$ cat src/rtl/pixcache_flush_if.sv
// RAM-side request bus of the pixel-cache write-back engine.
// The flush engine is the master; the RAM arbiter is the slave.
interface pixcache_flush_if;
  logic        ram_req;
  logic        ram_we;
  logic [16:0] ram_addr;
  logic [7:0]  ram_wdata;
  logic        ram_ack;
  logic [7:0]  ram_rdata;

  modport master (
    output ram_req, ram_we, ram_addr, ram_wdata,
    input  ram_ack, ram_rdata
  );

  modport slave (
    input  ram_req, ram_we, ram_addr, ram_wdata,
    output ram_ack, ram_rdata
  );
endinterface

$ cat src/rtl/pixcache_flush.sv
// Pixel-cache flush engine: turns one cached tile row (8 pixels) into SNES
// bitplane bytes and writes them to game-pak RAM. Partially drawn rows get a
// read-modify-write per plane so undrawn pixels keep their RAM contents.
// All state changes on the falling edge of clk, like the pixel cache itself.
module pixcache_flush (
  input  logic                   clk,
  input  logic                   reset_n,
  input  logic                   flush,
  input  logic [1:0]             bpp_mode,
  input  logic [16:0]            row_addr,
  input  logic [63:0]            pix_col,
  input  logic [7:0]             pix_valid,
  output logic                   busy,
  output logic                   done,
  pixcache_flush_if.master       ram
);

  typedef enum logic [1:0] {
    S_IDLE,
    S_READ,
    S_WRITE,
    S_DONE
  } state_t;

  state_t      r_state;
  state_t      w_state_next;
  logic [2:0]  r_p;
  logic [2:0]  w_p_next;
  logic [2:0]  r_last_p;
  logic [16:0] r_row_addr;
  logic [63:0] r_col;
  logic [7:0]  r_valid;
  logic [7:0]  r_merge;
  logic        w_capture;
  logic        w_merge_load;
  logic        w_full;
  logic        w_req;
  logic [7:0]  w_pb;
  logic [16:0] w_addr;

  assign w_full = (r_valid == 8'hFF);

  // Gather bit p of every captured pixel into plane byte p; pixel 0 is the MSB.
  always_comb begin
    w_pb = '0;
    for (int i = 0; i < 8; i++) begin
      w_pb[7-i] = r_col[{3'(i), r_p}];
    end
  end

  // Plane pairs are interleaved: planes 2k and 2k+1 sit at +16k and +16k+1.
  assign w_addr = r_row_addr + {11'd0, r_p[2:1], 4'd0} + {16'd0, r_p[0]};

  // State register.
  always_ff @(negedge clk) begin
    // NOTE: sequential state uses non-blocking assignments so every register
    // samples the pre-edge values regardless of block evaluation order.
    if (!reset_n) r_state <= S_IDLE;
    else          r_state <= w_state_next;
  end

  // Next-state, plane-counter and capture/merge strobes.
  always_comb begin
    // NOTE: every signal gets a default first so no path leaves it unassigned,
    // which would otherwise infer a latch.
    w_state_next = r_state;
    w_p_next     = r_p;
    w_capture    = 1'b0;
    w_merge_load = 1'b0;
    unique case (r_state)
      S_IDLE: begin
        if (flush) begin
          w_capture = 1'b1;
          w_p_next  = '0;
          if (pix_valid == 8'h00)      w_state_next = S_DONE;
          else if (pix_valid == 8'hFF) w_state_next = S_WRITE;
          else                         w_state_next = S_READ;
        end
      end
      S_READ: begin
        if (ram.ram_ack) begin
          w_merge_load = 1'b1;
          w_state_next = S_WRITE;
        end
      end
      S_WRITE: begin
        if (ram.ram_ack) begin
          if (r_p == r_last_p) begin
            w_state_next = S_DONE;
          end else begin
            w_p_next     = r_p + 3'd1;
            w_state_next = w_full ? S_WRITE : S_READ;
          end
        end
      end
      S_DONE: begin
        w_p_next     = '0;
        w_state_next = S_IDLE;
      end
    endcase
  end

  // Plane counter, captured row and read-modify-write merge byte.
  always_ff @(negedge clk) begin
    // NOTE: the captured row registers are reset too, so the decoded address
    // and write data come out of reset as zero rather than stale values.
    if (!reset_n) begin
      r_p        <= '0;
      r_last_p   <= '0;
      r_row_addr <= '0;
      r_col      <= '0;
      r_valid    <= '0;
      r_merge    <= '0;
    end else begin
      r_p <= w_p_next;
      if (w_capture) begin
        r_row_addr <= row_addr;
        r_col      <= pix_col;
        r_valid    <= pix_valid;
        unique case (bpp_mode)
          2'd0:    r_last_p <= 3'd1;
          2'd3:    r_last_p <= 3'd7;
          default: r_last_p <= 3'd3;
        endcase
      end
      if (w_merge_load) begin
        r_merge <= (ram.ram_rdata & ~r_valid) | (w_pb & r_valid);
      end
    end
  end

  // Outputs are decoded from registered state only.
  assign w_req         = (r_state == S_READ) || (r_state == S_WRITE);
  assign busy          = (r_state != S_IDLE);
  assign done          = (r_state == S_DONE);
  assign ram.ram_req   = w_req;
  assign ram.ram_we    = (r_state == S_WRITE);
  assign ram.ram_addr  = w_req ? w_addr : '0;
  assign ram.ram_wdata = (r_state == S_WRITE) ? (w_full ? w_pb : r_merge) : '0;

endmodule

$ cat src/flat_wrapper.sv
// flat-port wrapper written by rule: the top's interface ports become plain ports
module pixcache_flush_flat 
  (clk, reset_n, flush, bpp_mode, row_addr, pix_col, pix_valid, busy, done, ram_ram_req, ram_ram_we, ram_ram_addr, ram_ram_wdata, ram_ram_ack, ram_ram_rdata);
  pixcache_flush_if ram_i ();
  input  logic clk;
  input  logic reset_n;
  input  logic flush;
  input  logic [1:0] bpp_mode;
  input  logic [16:0] row_addr;
  input  logic [63:0] pix_col;
  input  logic [7:0] pix_valid;
  output logic busy;
  output logic done;
  output wire logic [$bits(ram_i.ram_req)-1:0] ram_ram_req;
  output wire logic [$bits(ram_i.ram_we)-1:0] ram_ram_we;
  output wire logic [$bits(ram_i.ram_addr)-1:0] ram_ram_addr;
  output wire logic [$bits(ram_i.ram_wdata)-1:0] ram_ram_wdata;
  input wire logic [$bits(ram_i.ram_ack)-1:0] ram_ram_ack;
  input wire logic [$bits(ram_i.ram_rdata)-1:0] ram_ram_rdata;
  assign ram_ram_req = ram_i.ram_req;
  assign ram_ram_we = ram_i.ram_we;
  assign ram_ram_addr = ram_i.ram_addr;
  assign ram_ram_wdata = ram_i.ram_wdata;
  assign ram_i.ram_ack = ram_ram_ack;
  assign ram_i.ram_rdata = ram_ram_rdata;
  pixcache_flush u_core (.clk(clk), .reset_n(reset_n), .flush(flush), .bpp_mode(bpp_mode), .row_addr(row_addr), .pix_col(pix_col), .pix_valid(pix_valid), .busy(busy), .done(done), .ram(ram_i));
endmodule
$ cat config.mk
export PLATFORM = sky130hd
export DESIGN_NAME = pixcache_flush_flat
export DESIGN_NICKNAME = d
export VERILOG_FILES = /design/src/rtl/pixcache_flush_if.sv /design/src/rtl/pixcache_flush.sv /design/src/flat_wrapper.sv
export SDC_FILE = /design/constraint.sdc
export NUM_CORES = 1
export LEC_CHECK = 0
export CAP_MARGIN = 20
export CORE_ASPECT_RATIO = 0.7
export CORE_MARGIN = 2
export CORE_UTILIZATION = 49
export CTS_CLUSTER_DIAMETER = 80
export DETAILED_ROUTE_END_ITERATION = 7
export GPL_TIMING_DRIVEN = 0
export PLACE_DENSITY_LB_ADDON = 0.2
export SYNTH_ARGS = -nofsm -noshare
export SYNTH_HDL_FRONTEND = slang
export SYNTH_SLANG_ARGS = --single-unit
$ cat constraint.sdc
create_clock -name clk -period 2.5 [get_ports clk]
set_input_delay 0.5 -clock clk [delete_from_list [all_inputs] [get_ports clk]]
set_output_delay 0.5 -clock clk [all_outputs]
set_load 0.005 [all_outputs]
==> impl_metrics.yaml <==
power_and_ir_drop:
  p_leak_uw: 0.00359
  irDropWorstVdd_mv: 0.466
  swShare_pct: 41.7
  pwr-share-clk_pct: 27.3
  pwr-share-comb_pct: 43.5
  power.net_switching_uw: 3340
  p_int_uw: 4670
  p_per_area_nw_per_um2: 984
  power_frac_seq_pct: 29.2
sta:
  slew_violations: 0
  rsz0062_at_grt: "yes"
  worst_slew_pin_slew_ps: 713
  setup_ws_ps: -1550
  max_slew_margin_pct: 52.3
  hold_violations: 0
  finalSetupViolCount: 37
  tns_ps: -36510
  clock_skew_ps: 37.5
logic_synthesis:
  synth_cell_types: 39
  netlist_area_sq_um: 4900
  synth_area_per_cell_sq_um: 8.13
  async_flop_share_pct: 0
  synth_top_area_share_pct: 42.9
  postSynthCellCount: 603
  yosys-top-cells-area: "dfxtp_1 (43%), nand2_1 (14%), a21oi_1 (11%)"
  synth-main-ff-cell: "dfxtp_1"
  synth_nets: 716
  yosysSeqAreaShare_pct: 42.9
  synth_top_area_cell: "dfxtp_1"
  ys_warn_count: 0
  synth-seq-cells: 105
  synth_edf_count: 0
finish:
  final_cell_mix: "nand2_1 (184), inv_1 (109), dfxtp_1 (96)"
  layout_commonest_cell: "nand2_1"
  final_nets: 1023
  multi_input_area_sq_um: 3030
  final-seq-area_sq_um: 2120
  area_growth_pct: 66.1
  num-fill-cells: 526
  layout-drive-gt1-share_pct: 26.2
  antenna_cells: 0
placed_design:
  hpwlAfterDp_mm: 10.1
  gp_congestion: 0.891
  place_ws_ps: -1570
  port-buffer-count: 131
floorplan:
  core_area_sq_um: 9720
  rows: 30
  dieArea_sq_um: 10800
  io_pins: 132
  die_h_um: 87.7
  die_x_um: 124
  start_util_pct: 50.4
grt:
  grt_max_degree: 19
  use_met1_pct: 41.3
  grt_pass1_wl_mm: 28.3
  overflow: 0
  grt_pass1_vias: 6004
  antenna_found_initial: 0
  use_met2_pct: 55.7
  grtUsageMet3_pct: 12.1
  busiest_layer: "met2"
  grt_use_total_pct: 34.3
worst_setup_path:
  start_kind: "flip-flop"
  slowest_delay_ps: 370
  path_delay_family: "simple AND/OR/NAND/NOR gates"
  cp_max_fo: 5
  crit_arrival_ps: 3550
  crit_path_end_kind: "primary output"
  crit_chain: "ha_4, ha_4, and3_4, a31oi_4, buf_6, buf_8, or3_4, a21oi_2, buf_2"
  cp_data_required_time_ps: 2000
  critical-path-slowest-cell: "dfxtp_4"
  critical_path_buf_inv_count: 3
  criticalPathCategory: "reg -> out"
  cp_common_cell: "ha_4"
route:
  drt_wl_total_mm: 19.7
  drtAntennaViolNets: 0
  wl_per_cell_um: 18.9
  dr_total_vias: 6103
  drc: 0
  vias_per_cell: 5.85
  drt_iter0_markers: 829
  first_pass_iters: 8
clocking:
  cts_root_buf: "clkbuf_16"
  cts_made_buffers: 9
  tritoncts: "built"
  htreeDepth: 3
  clkTransAtPathRegs_ps: 40
  clock_latency_ps: 450
  clock_sinks: 105
  hold_buffers: 0
  cts_buffer_depth: 2
outcome:
  status: "finished, violations left"
  violations: "negative setup slack"
flow_run:
  cap_violations: 0
hold_path:
  hold_path_class: "reg -> reg"
## metrics by stage
step	hold WS (ps)	util (%)	total power [uW]	area [sq um]	cells
after CTS	442	81.7	7480	7940	1031
final	452	83.7	8010	8140	1043
after global routing	468	83.7	8420	8140	1043
after floorplan	421	-	4050	5080	603
after global placement	427	67.3	4770	6550	862
after detailed placement	435	67.3	4850	6550	862
## synth_stat cells, types with 6 or more instances
cell	instances
nand2_1	185
a21oi_1	112
dfxtp_1	105
clkbuf_1	26
o21ai_0	21
nor2_1	18
ha_1	10
inv_1	10
or3_1	10
a21o_1	9
a211oi_1	8
mux2i_1	8
mux4_1	8
mux4_2	8
buf_1	7
nand3_1	6
nand4_1	6
## area by class of cell
type / count / area share (%)
multi-input cells: 451 / 37.3
flip-flops and latches: 105 / 26.1
repair buffers: 192 / 22.5
clock inverters: 112 / 5.64
plain buffers: 37 / 3.26
clock buffers: 9 / 2.77
well taps: 128 / 1.97
inverters: 9 / 0.538
## cells by family (layout without fill, tap and decap cells)
family	Yosys count	after routing	share of synthesized area [%]
DFF	105	105	42.9
and+or+nand+nor	246	246	21.2
xor gates and xnor gates	8	8	1.43
buffers and inverters	48	359	4.24
muxes	24	24	9.60
AOI/OAI and AO/OA	162	163	18.1
adders and majority gates	10	10	2.55
## timing repair
action	4_1_cts	5_1_grt
pin swaps	34	42
gates cloned	3	0
buffers inserted	56	23
endpoints found under the hold margin	0	0
gates resized for setup	235	65
endpoints found under the setup margin	134	89
## registers in the layout (all words and copies together), names as in the netlist
name	cells
u_core.r_last_p	3
u_core.r_p	3
u_core.r_valid	8
u_core.r_state	2
u_core.r_col	64
u_core.r_merge	8
u_core.r_row_addr	17
## worst min-delay path: cells and delay by family (launching register included)
kind,cells,cell delay (ps)
compound gates,1,50
flops,1,300
simple gates,1,50
## power by group through the flow
stage,Sequential (uW),Combinational (uW),Clock (uW)
floorplan,2230,1570,257
global placement,2280,2240,257
detailed placement,2300,2300,257
CTS,2290,3050,2140
global route,2360,3670,2400
finish,2340,3480,2190
## final timing paths
check             cells past startpoint             start           endpoint  slack [ps]
setup / recovery                      9     u_core.r_p[0]   ram_ram_addr[10]       -1550
hold / removal                        2  u_core.r_col[35]   u_core.r_col[35]         450
setup reg to reg                     14     u_core.r_p[0]  u_core.r_merge[3]          60
hold reg to reg                       2  u_core.r_col[35]   u_core.r_col[35]         450
## routing by layer
metal / vias up / routed length (um)
met5: - / 0
met4: 0 / 759
met3: 103 / 2180
met2: 466 / 9120
met1: 2830 / 7660
li1: 2704 / -
(Power assumes the default switching activity.)
==> RTL edit 1: new RTL, config.mk and constraints unchanged <==
Re-encode `state_t` (4 states) as one-hot, 4 bits wide.
--- a/src/rtl/pixcache_flush.sv
+++ b/src/rtl/pixcache_flush.sv
@@ -15,11 +15,11 @@
   pixcache_flush_if.master       ram
 );
 
-  typedef enum logic [1:0] {
-    S_IDLE,
-    S_READ,
-    S_WRITE,
-    S_DONE
+  typedef enum logic [3:0] {
+    S_IDLE  = 4'b0001,
+    S_READ  = 4'b0010,
+    S_WRITE = 4'b0100,
+    S_DONE  = 4'b1000
   } state_t;
 
   state_t      r_state;
Formal check against the unedited RTL: no difference found for any inputs over 4 cycles, from zero or initial values and one cycle with reset_n low; so few cycles prove little.
==> RTL edit 1 against the unedited design <==
The run ends with DRC, setup timing left; critical endpoint is now ram_ram_wdata[7]; worst hold slack lost 0.0014 ns; area after synthesis is 3.5% higher; sequential cell count grew 2; design area decreased by 1.2%; count of clock-buffer cells in the layout unchanged; routed wire length shrank 5.0%; setup slack gained 0.0079 ns; synthesized cell count increased by 4.3%.
Power is not compared: it rests on default switching activity, and its combinational part moved more than twofold at a synthesized area within 25%.
==> RTL edit 1: results (changes against the unedited design) <==
Yosys cell types 50 (+28%); antenna violations before repair 0 (unchanged); Worst Reg-to-Reg Cells 6 (-8); layout cells sized above 1 0.237 (-0.0251); P_leak 3.41 nW; diode count 0 (unchanged); Post-CTS Hold Fix Bufs 0 (unchanged); worst-margin pin slew 0.936 ns (+0.223 ns); Post-Syn Instances 629 (+4.3%); CP delay by family, top multiplexers; M1 GR Usage 0.359 (-0.0542); Post-synth ARST share 0 (unchanged); Setup WS pre-CTS -1.71 ns (-0.136 ns); # DRC 1 (+1); failing checks DRC, setup timing; Final HPWL DP 10.9 mm (+7.2%); routed len/inst 17.8 µm (-5.7%); worst setup path end ram_ram_wdata[7]; Via density 5.73 (-2.2%); final clock skew 0.0378 ns (+0.000295 ns); Placed Instances 892 (+3.5%); Placed Area 6810 µm² (+3.9%); worst-path fanout max 5 (unchanged); Total GRT Usage 0.299 (-0.0439); wire length on met1 7.26 mm (-5.3%); clock buffer depth 2 (unchanged); largest stage delay on the critical path 0.49 ns (+0.12 ns); pin count of the biggest net entering global routing 20 (+1); Nets 1022 (-0.098%); synth top area cells dfxtp_1 (42%), nand2_1 (15%), a21oi_1 (10%); Placer Congestion 0.851 (-4.5%); most frequent cells after synthesis nand2_1 (198), dfxtp_1 (107), a21oi_1 (103); global routing met3 resource utilization 0.0958 (-0.0253); post-CTS setup buffers 32 (-43%); switching pwr 0.00178 W; PostCTS Resize Cnt 225 (-4.3%); wire length on met2 9.16 mm (+0.52%); clk_lat worst skew 0.44 ns; Worst Hold Path EP u_core.r_col[47]; Final TNS setup -36.87 ns (-0.361 ns); WL met3 1.61 mm (-26%); status finished, violations left; IO Port Bufs 131 (unchanged); Setup crit start u_core.r_p[1]; post-synth net total 737 (+2.9%); GRT met2 Usage 0.505 (-0.0528); post-synthesis sequential area ratio 0.422 (-0.00681); final non-filler cell total 1051 (+0.77%); WHS 0.450 ns (-0.00144 ns); Clk pin slew, worst setup/hold paths 0.06 ns (+0.02 ns); global-route wire length before repair 26.2 mm (-7.2%); DRT iter0 DRCs 648 (-22%); # setup viols final 32 (-14%); number of global-route vias before repair 5622 (-6.4%); FF-to-FF setup slack 0.21 ns (+0.15 ns); Critical-path top delay cell mux4_2; worst setup margin -1.55 ns (+0.00792 ns); Worst R2R End u_core.r_state[1]; Reg with most FFs u_core.r_col; HP Start u_core.r_col[47]
## RTL edit 1: cell type report
class	instances	area [µm²]
Multi-Input combinational cell	467	3010
Sequential cell	107	2160
Fill cell	668	2160
Timing Repair Buffer	170	1590
Clock inverter	114	475
Buffer	44	380
Clock buffer	9	225
Tap cell	132	165
Inverter	8	41.3
## RTL edit 1: worst min-delay path, stage by stage, from the launching register on
cell and delay [ns]:
dfxtp_1 0.30, nand2_1 0.05, a21oi_1 0.05
## RTL edit 1: cells by family (layout without fill, tap and decap cells)
| logic type | Yosys count | count (layout) | share of synthesized area |
|---|---|---|---|
| XOR/XNOR | 9 | 9 | 0.0155 |
| flip-flops | 107 | 107 | 0.422 |
| buffers and inverters | 55 | 345 | 0.0493 |
| multiplexers | 24 | 24 | 0.0888 |
| adder cells (fa/ha/maj) | 5 | 5 | 0.0123 |
| AND/OR/NAND/NOR | 274 | 274 | 0.239 |
| AO/OA/AOI/OAI | 155 | 155 | 0.172 |
==> RTL edit 2: new RTL, config.mk and constraints unchanged <==
Made on the original files. Reset style: asynchronous (`reset_n`), changed in 2 clocked blocks.
--- a/src/rtl/pixcache_flush.sv
+++ b/src/rtl/pixcache_flush.sv
@@ -52,7 +52,7 @@
   assign w_addr = r_row_addr + {11'd0, r_p[2:1], 4'd0} + {16'd0, r_p[0]};
 
   // State register.
-  always_ff @(negedge clk) begin
+  always_ff @(negedge clk or negedge reset_n) begin
     // NOTE: sequential state uses non-blocking assignments so every register
     // samples the pre-edge values regardless of block evaluation order.
     if (!reset_n) r_state <= S_IDLE;
@@ -101,7 +101,7 @@
   end
 
   // Plane counter, captured row and read-modify-write merge byte.
-  always_ff @(negedge clk) begin
+  always_ff @(negedge clk or negedge reset_n) begin
     // NOTE: the captured row registers are reset too, so the decoded address
     // and write data come out of reset as zero rather than stale values.
     if (!reset_n) begin
Behaviour: differs if reset_n is asserted again (counterexample within 4 cycles, from zero or initial values and one cycle with reset_n low); with reset_n held inactive, the same outputs for 4 cycles.
==> RTL edit 2 against the unedited design <==
Sequential cell count is the same; largest power group unchanged; cell count shrank 28%; area after synthesis grew 7.6%; power grew 30%; clock power shrank 32%; setup slack gained 0.048 ns; routed wire length shrank 16%; global-route usage shrank 5.5 points; the flow still finishes with violations (setup timing); clock skew shrank 0.030 ns; design area grew 3.0%.
==> RTL edit 2: results (changes against the unedited design) <==
Placer Congestion 0.833 (-6.6%); global-route wire length before repair 25.0 mm (-12%); Setup crit start u_core.r_p[1]; Yosys cell types 40 (+2.6%); routed len/inst 21.9 µm (+16%); Final TNS setup -34.80 ns (+1.71 ns); worst hold path cell count 1 (-1); failing checks setup timing; worst-path fanout max 4 (-1); Routed Wire Length 16.5 mm (-16%); Final HPWL DP 9.88 mm (-2.6%); top-count cell post-synth dfrtn_1; # setup viols final 29 (-22%); post-synth net total 517 (-28%); Worst Reg-to-Reg Cells 12 (-2); Placed Instances 668 (-23%); drt pass-1 iters 5 (-3); Arr. time, crit path 3.51 ns (-0.04 ns); FF-to-FF Start u_core.r_p[1]; Post-synth ARST share 1.00 (+1.00); ys flop type dfrtn_1; number of global-route vias before repair 4576 (-24%); worst setup margin -1.51 ns (+0.0476 ns); post-synthesis sequential area ratio 0.498 (+0.0692); status finished, violations left
RTL edit 2: cell count changes after synthesis, sizes merged, moves of 4 or more:
cell / unedited run / this run
nand2: 185 / 9
dfrtn: 0 / 105
dfxtp: 105 / 0
a21oi: 112 / 16
mux2: 0 / 90
clkbuf: 26 / 7
or3: 11 / 6
a211oi: 8 / 12
RTL edit 2: worst max-delay path, stage by stage (launching register included):
cell and delay (ns):
dfrtn_1 0.36, buf_12 0.14, ha_4 0.27, nand4_1 0.11
buf_6 0.15, a21o_1 0.18, buf_6 0.12, or3_4 0.33
a21oi_2 0.12, buf_2 0.12
RTL edit 2: logic make-up after synthesis:
family | after synthesis | synth area share
simple gates | 68 | 0.0669
mux | 117 | 0.286
xor+xnor | 10 | 0.0180
fa+ha+maj | 10 | 0.0237
buf+inv | 30 | 0.0289
flops | 105 | 0.498
compound gates | 64 | 0.0778
RTL edit 2: metal layers:
| layer | vias to the layer above | GRT usage | routed length, µm |
|---|---|---|---|
| met5 | - | 0 | 0 |
| met4 | 0 | 0.123 | 510 |
| met3 | 50 | 0.0705 | 1030 |
| met2 | 197 | 0.448 | 8010 |
| met1 | 2243 | 0.387 | 6970 |
| li1 | 1923 | - | - |
RTL edit 2: how the worst min path moves through the flow:
stage                      startpoint           endpoint  slack, ns
floorplan           u_core.r_merge[0]  u_core.r_merge[0]       0.40
detailed placement  u_core.r_merge[6]  u_core.r_merge[6]       0.42
global placement    u_core.r_merge[2]  u_core.r_merge[2]       0.41
finish              u_core.r_merge[6]  u_core.r_merge[6]       0.42
CTS                 u_core.r_merge[6]  u_core.r_merge[6]       0.42
global route        u_core.r_merge[6]  u_core.r_merge[6]       0.45
RTL edit 2: layout make-up:
cell class	count	area, µm²
Tap cell	132	165
Timing Repair Buffer	205	1950
Fill cell	586	2010
Inverter	10	45.0
Multi-Input combinational cell	269	3040
Clock inverter	7	83.8
Buffer	18	244
Sequential cell	105	2630
Clock buffer	9	225
RTL edit 2: power by group through the flow:
| stage | logic [W] | registers, W | clock network, W |
|---|---|---|---|
| after floorplan | 0.00296 | 0.00303 | 0 |
| after global placement | 0.00405 | 0.00319 | 0 |
| after detailed placement | 0.00418 | 0.00326 | 0 |
| after CTS | 0.00521 | 0.00326 | 0.00149 |
| after global routing | 0.00593 | 0.00340 | 0.00157 |
| final | 0.00557 | 0.00333 | 0.00149 |
RTL edit 2: repair_timing:
action	CTS	global route
pin swaps	29	24
hold buffers	0	0
gates resized for setup	215	45
setup buffers	62	22
cloned	4	0
endpoints found under the hold margin	0	0
endpoints found under the setup margin	134	81
